**src/rtl/pipeline_pkg.sv**
```systemverilog
// Shared pipeline constants: forwarding selects, long-op FSM states and the
// operand-select helper used by the hazard unit.
package pipeline_pkg;

    localparam logic [1:0] FWD_RF = 2'b00;
    localparam logic [1:0] FWD_W  = 2'b01;
    localparam logic [1:0] FWD_M  = 2'b10;
    localparam logic [3:0] REG_PC = 4'd15;

    typedef enum logic {
        IDLE = 1'b0,
        BUSY = 1'b1
    } longop_state_e;

    // Memory stage wins over Writeback because it holds the newer value;
    // the PC register is never forwarded.
    function automatic logic [1:0] fwd_sel(
        input logic       rw_m,
        input logic [3:0] wa_m,
        input logic       rw_w,
        input logic [3:0] wa_w,
        input logic [3:0] ra
    );
        logic [1:0] sel;
        sel = FWD_RF;
        if (ra != REG_PC) begin
            if (rw_m && (wa_m == ra))
                sel = FWD_M;
            else if (rw_w && (wa_w == ra))
                sel = FWD_W;
        end
        return sel;
    endfunction

endpackage

```
**src/rtl/hazard_longop_seq.sv**
```systemverilog
// Sequencer for multi-cycle ALU ops held in Execute: stalls E for
// LONG_LATENCY-1 cycles and pulses LongDoneE in the final cycle.
module hazard_longop_seq
    import pipeline_pkg::*;
#(
    parameter int LONG_LATENCY = 4,
    parameter int CNT_W        = 3
) (
    input  logic clk,
    input  logic reset,
    input  logic LongOpE,
    output logic LongStall,
    output logic LongDoneE
);

    longop_state_e          state_q, state_d;
    logic [CNT_W-1:0]       cnt_q, cnt_d;

    always_ff @(posedge clk or negedge reset) begin
        if (!reset) begin
            state_q <= IDLE;
            cnt_q   <= '0;
        end else begin
            state_q <= state_d;
            cnt_q   <= cnt_d;
        end
    end

    always_comb begin
        state_d = state_q;
        cnt_d   = cnt_q;
        case (state_q)
            IDLE: begin
                if (LongOpE) begin
                    state_d = BUSY;
                    cnt_d   = CNT_W'(LONG_LATENCY - 2);
                end
            end
            BUSY: begin
                // LongOpE is deliberately not sampled here; the op in E owns the unit.
                if (cnt_q != '0)
                    cnt_d = cnt_q - CNT_W'(1);
                else
                    state_d = IDLE;
            end
            default: state_d = IDLE;
        endcase
    end

    always_comb begin
        LongStall = 1'b0;
        LongDoneE = 1'b0;
        case (state_q)
            IDLE: LongStall = LongOpE;
            BUSY: begin
                LongStall = (cnt_q != '0);
                LongDoneE = (cnt_q == '0);
            end
            default: ;
        endcase
    end

endmodule

```
**src/rtl/hazard_unit.sv**
```systemverilog
// Five-stage pipeline hazard unit: operand forwarding, load-use and long-op
// stalls, branch/PC-write flushes and saturating stall/flush counters.
module hazard_unit
    import pipeline_pkg::*;
#(
    parameter int LONG_LATENCY = 4,
    parameter int CNT_W        = 3,
    parameter int PERF_W       = 32
) (
    input  logic              clk,
    input  logic              reset,
    input  logic [3:0]        RA1D,
    input  logic [3:0]        RA2D,
    input  logic [3:0]        RA1E,
    input  logic [3:0]        RA2E,
    input  logic [3:0]        WA3E,
    input  logic [3:0]        WA3M,
    input  logic [3:0]        WA3W,
    input  logic              RegWriteM,
    input  logic              RegWriteW,
    input  logic              MemtoRegE,
    input  logic              PCSrcW,
    input  logic              PCWrPendingF,
    input  logic              BranchTakenE,
    input  logic              LongOpE,
    input  logic              PerfClear,
    output logic [1:0]        ForwardAE,
    output logic [1:0]        ForwardBE,
    output logic              StallF,
    output logic              StallD,
    output logic              StallE,
    output logic              FlushD,
    output logic              FlushE,
    output logic              FlushM,
    output logic              LongDoneE,
    output logic [PERF_W-1:0] StallCount,
    output logic [PERF_W-1:0] FlushCount
);

    logic              ld_stall;
    logic              long_stall;
    logic [PERF_W-1:0] stall_cnt_q, stall_cnt_d;
    logic [PERF_W-1:0] flush_cnt_q, flush_cnt_d;

    hazard_longop_seq #(
        .LONG_LATENCY (LONG_LATENCY),
        .CNT_W        (CNT_W)
    ) u_longop (
        .clk       (clk),
        .reset     (reset),
        .LongOpE   (LongOpE),
        .LongStall (long_stall),
        .LongDoneE (LongDoneE)
    );

    assign ForwardAE = fwd_sel(RegWriteM, WA3M, RegWriteW, WA3W, RA1E);
    assign ForwardBE = fwd_sel(RegWriteM, WA3M, RegWriteW, WA3W, RA2E);

    assign ld_stall = MemtoRegE && ((WA3E == RA1D) || (WA3E == RA2D));

    assign StallE = long_stall;
    assign StallD = ld_stall || long_stall;
    assign StallF = ld_stall || long_stall || PCWrPendingF;

    // A held Execute stage must not be bubbled; M takes the bubbles instead.
    assign FlushD = PCWrPendingF || PCSrcW || BranchTakenE;
    assign FlushE = (ld_stall || BranchTakenE) && !long_stall;
    assign FlushM = long_stall;

    always_comb begin
        stall_cnt_d = stall_cnt_q;
        flush_cnt_d = flush_cnt_q;
        if (PerfClear) begin
            stall_cnt_d = '0;
            flush_cnt_d = '0;
        end else begin
            if (StallD && !(&stall_cnt_q))
                stall_cnt_d = stall_cnt_q + PERF_W'(1);
            if (FlushE && !(&flush_cnt_q))
                flush_cnt_d = flush_cnt_q + PERF_W'(1);
        end
    end

    always_ff @(posedge clk or negedge reset) begin
        if (!reset) begin
            stall_cnt_q <= '0;
            flush_cnt_q <= '0;
        end else begin
            stall_cnt_q <= stall_cnt_d;
            flush_cnt_q <= flush_cnt_d;
        end
    end

    assign StallCount = stall_cnt_q;
    assign FlushCount = flush_cnt_q;

endmodule

```
**config.mk**
```make
export PLATFORM = sky130hd
export DESIGN_NAME = hazard_unit
export DESIGN_NICKNAME = d
export VERILOG_FILES = /design/src/rtl/pipeline_pkg.sv /design/src/rtl/hazard_longop_seq.sv /design/src/rtl/hazard_unit.sv
export SDC_FILE = /design/constraint.sdc
export NUM_CORES = 1
export LEC_CHECK = 0
export BUFFER_PORTS_ARGS = -buffer_cell sky130_fd_sc_hd__buf_2
export CAP_MARGIN = 15
export CORE_AREA = 4 4 110 112
export DETAILED_ROUTE_END_ITERATION = 7
export DIE_AREA = 0 0 114 116
export PLACE_DENSITY = 0.6
export SLEW_MARGIN = 25
export SYNTH_ARGS = -nofsm -noshare
export SYNTH_HDL_FRONTEND = slang
export SYNTH_HIERARCHICAL = 1
export SYNTH_SLANG_ARGS = --single-unit
export TNS_END_PERCENT = 10
```
**constraint.sdc**
```tcl
create_clock -name clk -period 5.44 [get_ports clk]
set_input_delay 0.272 -clock clk [delete_from_list [all_inputs] [get_ports clk]]
set_output_delay 0.272 -clock clk [all_outputs]
set_load 0.005 [all_outputs]
```
---- Word level (Yosys, flattened, before mapping) ----
Index checks and enable logic that the tools add are counted.
storage, ports and cells
  memories kept ........................... 0
  output and inout bits ................... 75
  input port bits ......................... 38
  memory bits (writable) .................. 0
  latch bits .............................. 0
  ROM bits ................................ 0
  word-level logic and storage cells ...... 60
  bits in registers ....................... 68
operators by class
  multipliers ............................. 0
  magnitude comparators ................... 0
  add/sub/neg operators ................... 3
  mux-type cells .......................... 18
  shift operators ......................... 0
  reductions and logical operators ........ 24
  bitwise operators ....................... 1
  eq/ne operators ......................... 10
  div/mod/pow operators ................... 0
operators with widths
  cell                                               count
  2-to-1 mux 32 bit                                  4
  adder 32 x 1 -> 32 bit (second input constant)     2
  AND reduction 32 bit                               2
  equality test 4 bit                                6
  logical AND 1 bit                                  8
  2-to-1 mux 2 bit                                   4
  inequality test 4 bit (second input constant)      2
  logical OR 1 bit                                   6
  2-to-1 mux 3 bit                                   2
  one-hot mux 3 bit (2 select lines)                 1
  2-to-1 mux 1 bit                                   5
  inequality test 2 bit (second input constant)      2
  one-hot mux 1 bit (2 select lines)                 2
  nonzero test 2 bit                                 2
  zero test 1 bit                                    3
  zero test 3 bit                                    1
  nonzero test 3 bit                                 1
  subtractor 3 x 1 -> 3 bit (second input constant)  1
  AND reduction 2 bit                                1
  NOT 1 bit                                          1

---- Depth between registers and ports, before layout ----
  depth after elaboration ................. 8
  mapped depth ............................ 11
  gate-level depth less buffers ........... 10

---- Cells and area by module ----
Netlist, hierarchy kept.
modules (own cells, without submodules)
  module             sequential area each (µm²)  area an instance (µm²)  times used  cells an instance
  hazard_unit        1,601.5                     4,022.6                 1           451
  hazard_longop_seq  100.1                       200.2                   1           19

---- Worst setup path before layout ----
OpenSTA, ideal clock, no wires.
  path type ............................... flip-flop to flip-flop
  from .................................... register u_longop.cnt_q[0]
  to ...................................... register stall_cnt_q[28], in the netlist StallCount[28]
  data arrival time ....................... 2.284 ns
  data required time ...................... 5.315 ns
  cell stages (with the launch flop) ...... 11
  library setup time ...................... 0.125 ns
  slack ................................... 3.031 ns
  buffers on the path ..................... 2
  period minus slack after synthesis ...... 2.409 ns
  path through ............................ dfrtp_1 -> inv_1 -> ha_1 -> ha_1 -> and2_4 -> nor2_2 -> clkbuf_1 -> o21ai_2 -> buf_6 -> nor4_1 -> mux2_2
on the way
  word-level cells in the longest chain between the ends .. 5
RTL lines
  element                              line                     RTL
  from (decl)                          hazard_longop_seq.sv:17  logic [CNT_W-1:0] cnt_q, cnt_d;
  from (signal assigned)               hazard_longop_seq.sv:25  cnt_q <= cnt_d;
  nonzero test 3 bit                   hazard_longop_seq.sv:56  LongStall = (cnt_q != '0);
  one-hot mux 1 bit (2 select lines)   hazard_longop_seq.sv:53  case (state_q)
  net FlushM                           hazard_unit.sv:34        output logic FlushM,
  logical OR 1 bit                     hazard_unit.sv:62        assign StallD = ld_stall || long_stall;
  logical AND 1 bit                    hazard_unit.sv:77        if (StallD && !(&stall_cnt_q))
  nonzero test 2 bit (no source line)  n/a
  to (signal assigned)                 hazard_unit.sv:89        stall_cnt_q <= stall_cnt_d;
  to (decl)                            hazard_unit.sv:42        logic [PERF_W-1:0] stall_cnt_q, stall_cnt_d;
The timed path passes the listed nets, and every way through them passes these cells.
A chain may end at the register's enable or synchronous reset.

---- Worst setup path after layout ----
  from .................................... register u_longop.cnt_q[0]
  to ...................................... output port FlushE
on the way
  word-level cells in the longest chain between the ends .. 4
RTL lines
  element                             line                     RTL
  nonzero test 3 bit                  hazard_longop_seq.sv:56
  one-hot mux 1 bit (2 select lines)  hazard_longop_seq.sv:53
  zero test 1 bit                     hazard_unit.sv:67        assign FlushE = (ld_stall || BranchTakenE) && !long_stall;
  logical AND 1 bit                   hazard_unit.sv:67
  to (decl)                           hazard_unit.sv:33        output logic FlushE,
No other way between the ends.

==> results.toml <==
[outcome]
outcome = "complete, no violations"

[critical_path]
cp.arrival_ps = 2520
crit-reg2reg-launch = "u_longop/cnt_q[0]$_DFFE_PN0P_"
worstSetupEndpointType = "output port"
ff2ff_setup_slack_ps = 2670
crit_path_end = "FlushE"
worstSetupPathType = "reg2out"
startpoint_type = "flip-flop"
cp.required_ps = 5170
worstReg2RegEnd = "StallCount[21]$_DFFE_PN0P_"
reg2reg_depth = 9
crit_fanout = 16
startpoint = "u_longop/cnt_q[0]$_DFFE_PN0P_"

[floorplan]
rows = 39
die_w_um = 114
coreArea_um2 = 11200
ios = 113
dieArea_um2 = 13200
initial_core_util_pct = 37.6
chipHeight_um = 116

[timing]
fin_crit_sh_pct = 51.3
tns_ps = 0
rsz0062_at_grt = "no"
setup_viol = 0
slew_headroom_pct = 39.1
period_minus_slack_ps = 2790
max_freq_ghz = 0.358
hold_violations = 0
maxSlewViolCount = 0
setup_ws_ps = 2650
finClkSkew_ps = 6.11
worst_pin_slew_ps = 914

[synthesis]
synth.avg_cell_area_um2 = 8.98
synth_ff_type = "dfrtp_1"
syn_inst = 470
yosys_register_bits = 68
synth_area_leaders = "dfrtp_1 (40%), a21oi_1 (5.7%), xor2_1 (5.2%), or3_1 (5.0%), o21ai_0 (4.6%)"
synth.top_cell.area_share_pct = 40.3
yosysTopAreaCell = "dfrtp_1"
synthDistinctLibCells = 56
synthArstFlopShare_pct = 100
synth_edf_count = 0
syn_area_um2 = 4220
seq_area_frac_synth_pct = 40.3
syn-num-nets = 512
ys_warn_count = 6

[pwr]
powerDensity_nw_per_um2 = 274
total_power_mw = 1.41
p_leak_nw = 2.29
ir_drop_uv = 158

[placement]
post-dp-hpwl_mm = 8.23
place.gp.congestion = 0.841
pre_cts_ws_ps = 2700
numPortBuffers = 112

[route]
vias = 4046
drtIter0Drc = 222
route.detailed.drc = 0
ant_nets = 0
first_pass_iters = 4
vias_per_cell = 5.60
drt_wl_total_mm = 11.4
wl_per_cell_um = 15.7

[clock_network]
post_cts_resized = 0
ctsHoldBuffers = 0
cts_setup_buffers = 0
cts_sinks = 68
cts_tree = "built"
cts-buffers-inserted = 9
root_buffer = "clkbuf_16"
cts_max_level = 3
clk_latency_ps = 330
clockBufferDepth = 2
clkTransAtPathRegs_ps = 50

[global_routing]
grt_max_degree = 69
antenna_found_initial = 0
grt_overflow = 0
track_usage_pct = 17.6
grt_pass1_vias = 3914
grt_pass1_wl_mm = 19.0

[layout]
insertedDiodeCount = 0
layout.nets = 618
final_common_cell = "buf_2"
synthToLayoutAreaGrowth_pct = 21.7
fillers = 1123
layout-drive-gt1-share_pct = 26.7
final_cell_mix = "buf_2 (112), dfrtp_1 (68), a21oi_1 (48), o21ai_0 (39), or3_1 (34)"

[run]
cap_viol_max_count = 0

[worst_hold_path]
hold_class = "in2async"
==> layer usage <==
metal / GRT usage (%) / share of wire (%) / vias to the layer above
met5: 0 / 0 / -
met4: 7.36 / 2.2 / 0
met3: 2.56 / 4.9 / 18
met2: 28.9 / 47 / 119
met1: 23.3 / 46 / 1937
li1: - / - / 1972
==> cell usage after synthesis, types with 2 or more instances <==
library cell and n:
and2_1 4, or3_1 34, nor2_1 23, nor2b_1 8, ha_1 4, clkbuf_1 6
mux2_2 5, inv_1 11, o21ai_0 39, or2_2 3, buf_2 4, and4_1 6
o21ai_2 3, nand3_1 31, a21oi_1 48, dfrtp_1 68, o211ai_1 2, o31ai_1 17
xnor2_1 4, and3_1 9, nor3_1 8, o2111ai_1 3, nand2_1 32, a41oi_1 2
buf_4 5, or4_1 19, buf_6 3, nor4_4 2, nand4_1 11, mux2i_1 2
nor4_1 5, xor2_1 25
==> cells by family (layout without fill, tap and decap cells) <==
kind of cell,after synthesis,after routing,share of synthesized area (%)
buffers and inverters,32,142,4.36
xor gates and xnor gates,29,29,6.01
adders and majority gates,4,4,1.19
DFF,68,68,40.3
muxes,7,7,1.81
and+or+nand+nor,208,208,29.4
AOI/OAI and AO/OA,122,122,16.9
==> flip-flops by register name, summed over array words and instances, names as in the netlist <==
signal	count
FlushCount	32
StallCount	32
u_longop/cnt_q	3
u_longop/state_q	1
==> per-stage QoR <==
stage | instances | utilization, % | instance area [µm²] | hold WS, ps
4_1_cts | 723 | 45.8 | 5140 | 195
3_3_place_gp | 708 | 43.2 | 4850 | 481
3_5_place_dp | 708 | 43.2 | 4850 | 482
2_1_floorplan | 470 | - | 4220 | -23.6
5_1_grt | 723 | 45.8 | 5140 | 260
6_report | 723 | 45.8 | 5140 | 125
==> worst min-delay path by stage <==
stage | to | slack (ps) | cells after the start
after global placement | u_longop/cnt_q[0]$_DFFE_PN0P_ | 480 | 1
final | StallCount[7]$_DFFE_PN0P_ | 120 | 2
after CTS | StallCount[29]$_DFFE_PN0P_ | 200 | 2
after global routing | StallCount[29]$_DFFE_PN0P_ | 260 | 2
after floorplan | FlushCount[0]$_DFFE_PN0P_ | -20 | 0
after detailed placement | u_longop/cnt_q[0]$_DFFE_PN0P_ | 480 | 1
==> critical path, cell delays in order, from the launching register on <==
cell and delay (ps):
dfrtp_1 350, inv_1 50, ha_1 190, ha_1 220
and2_4 180, nor2_2 550, inv_1 200, o21ai_2 220
inv_1 100, buf_2 140
==> final cells by class <==
class | count | area, µm² | area share (%)
Inverter | 11 | 41.3 | 0.804
Multi-Input combinational cell | 370 | 2340 | 45.5
Clock buffer | 14 | 284 | 5.53
Sequential cell | 68 | 1700 | 33.1
Timing Repair Buffer | 116 | 591 | 11.5
Clock inverter | 1 | 5.00 | 0.0974
Tap cell | 143 | 179 | 3.48
==> power breakdown <==
group          internal, mW  switching (mW)
sequential            0.532          0.0260
clock                 0.355           0.208
combinational         0.106           0.179
No activity file was read; power rests on OpenSTA's default activity.
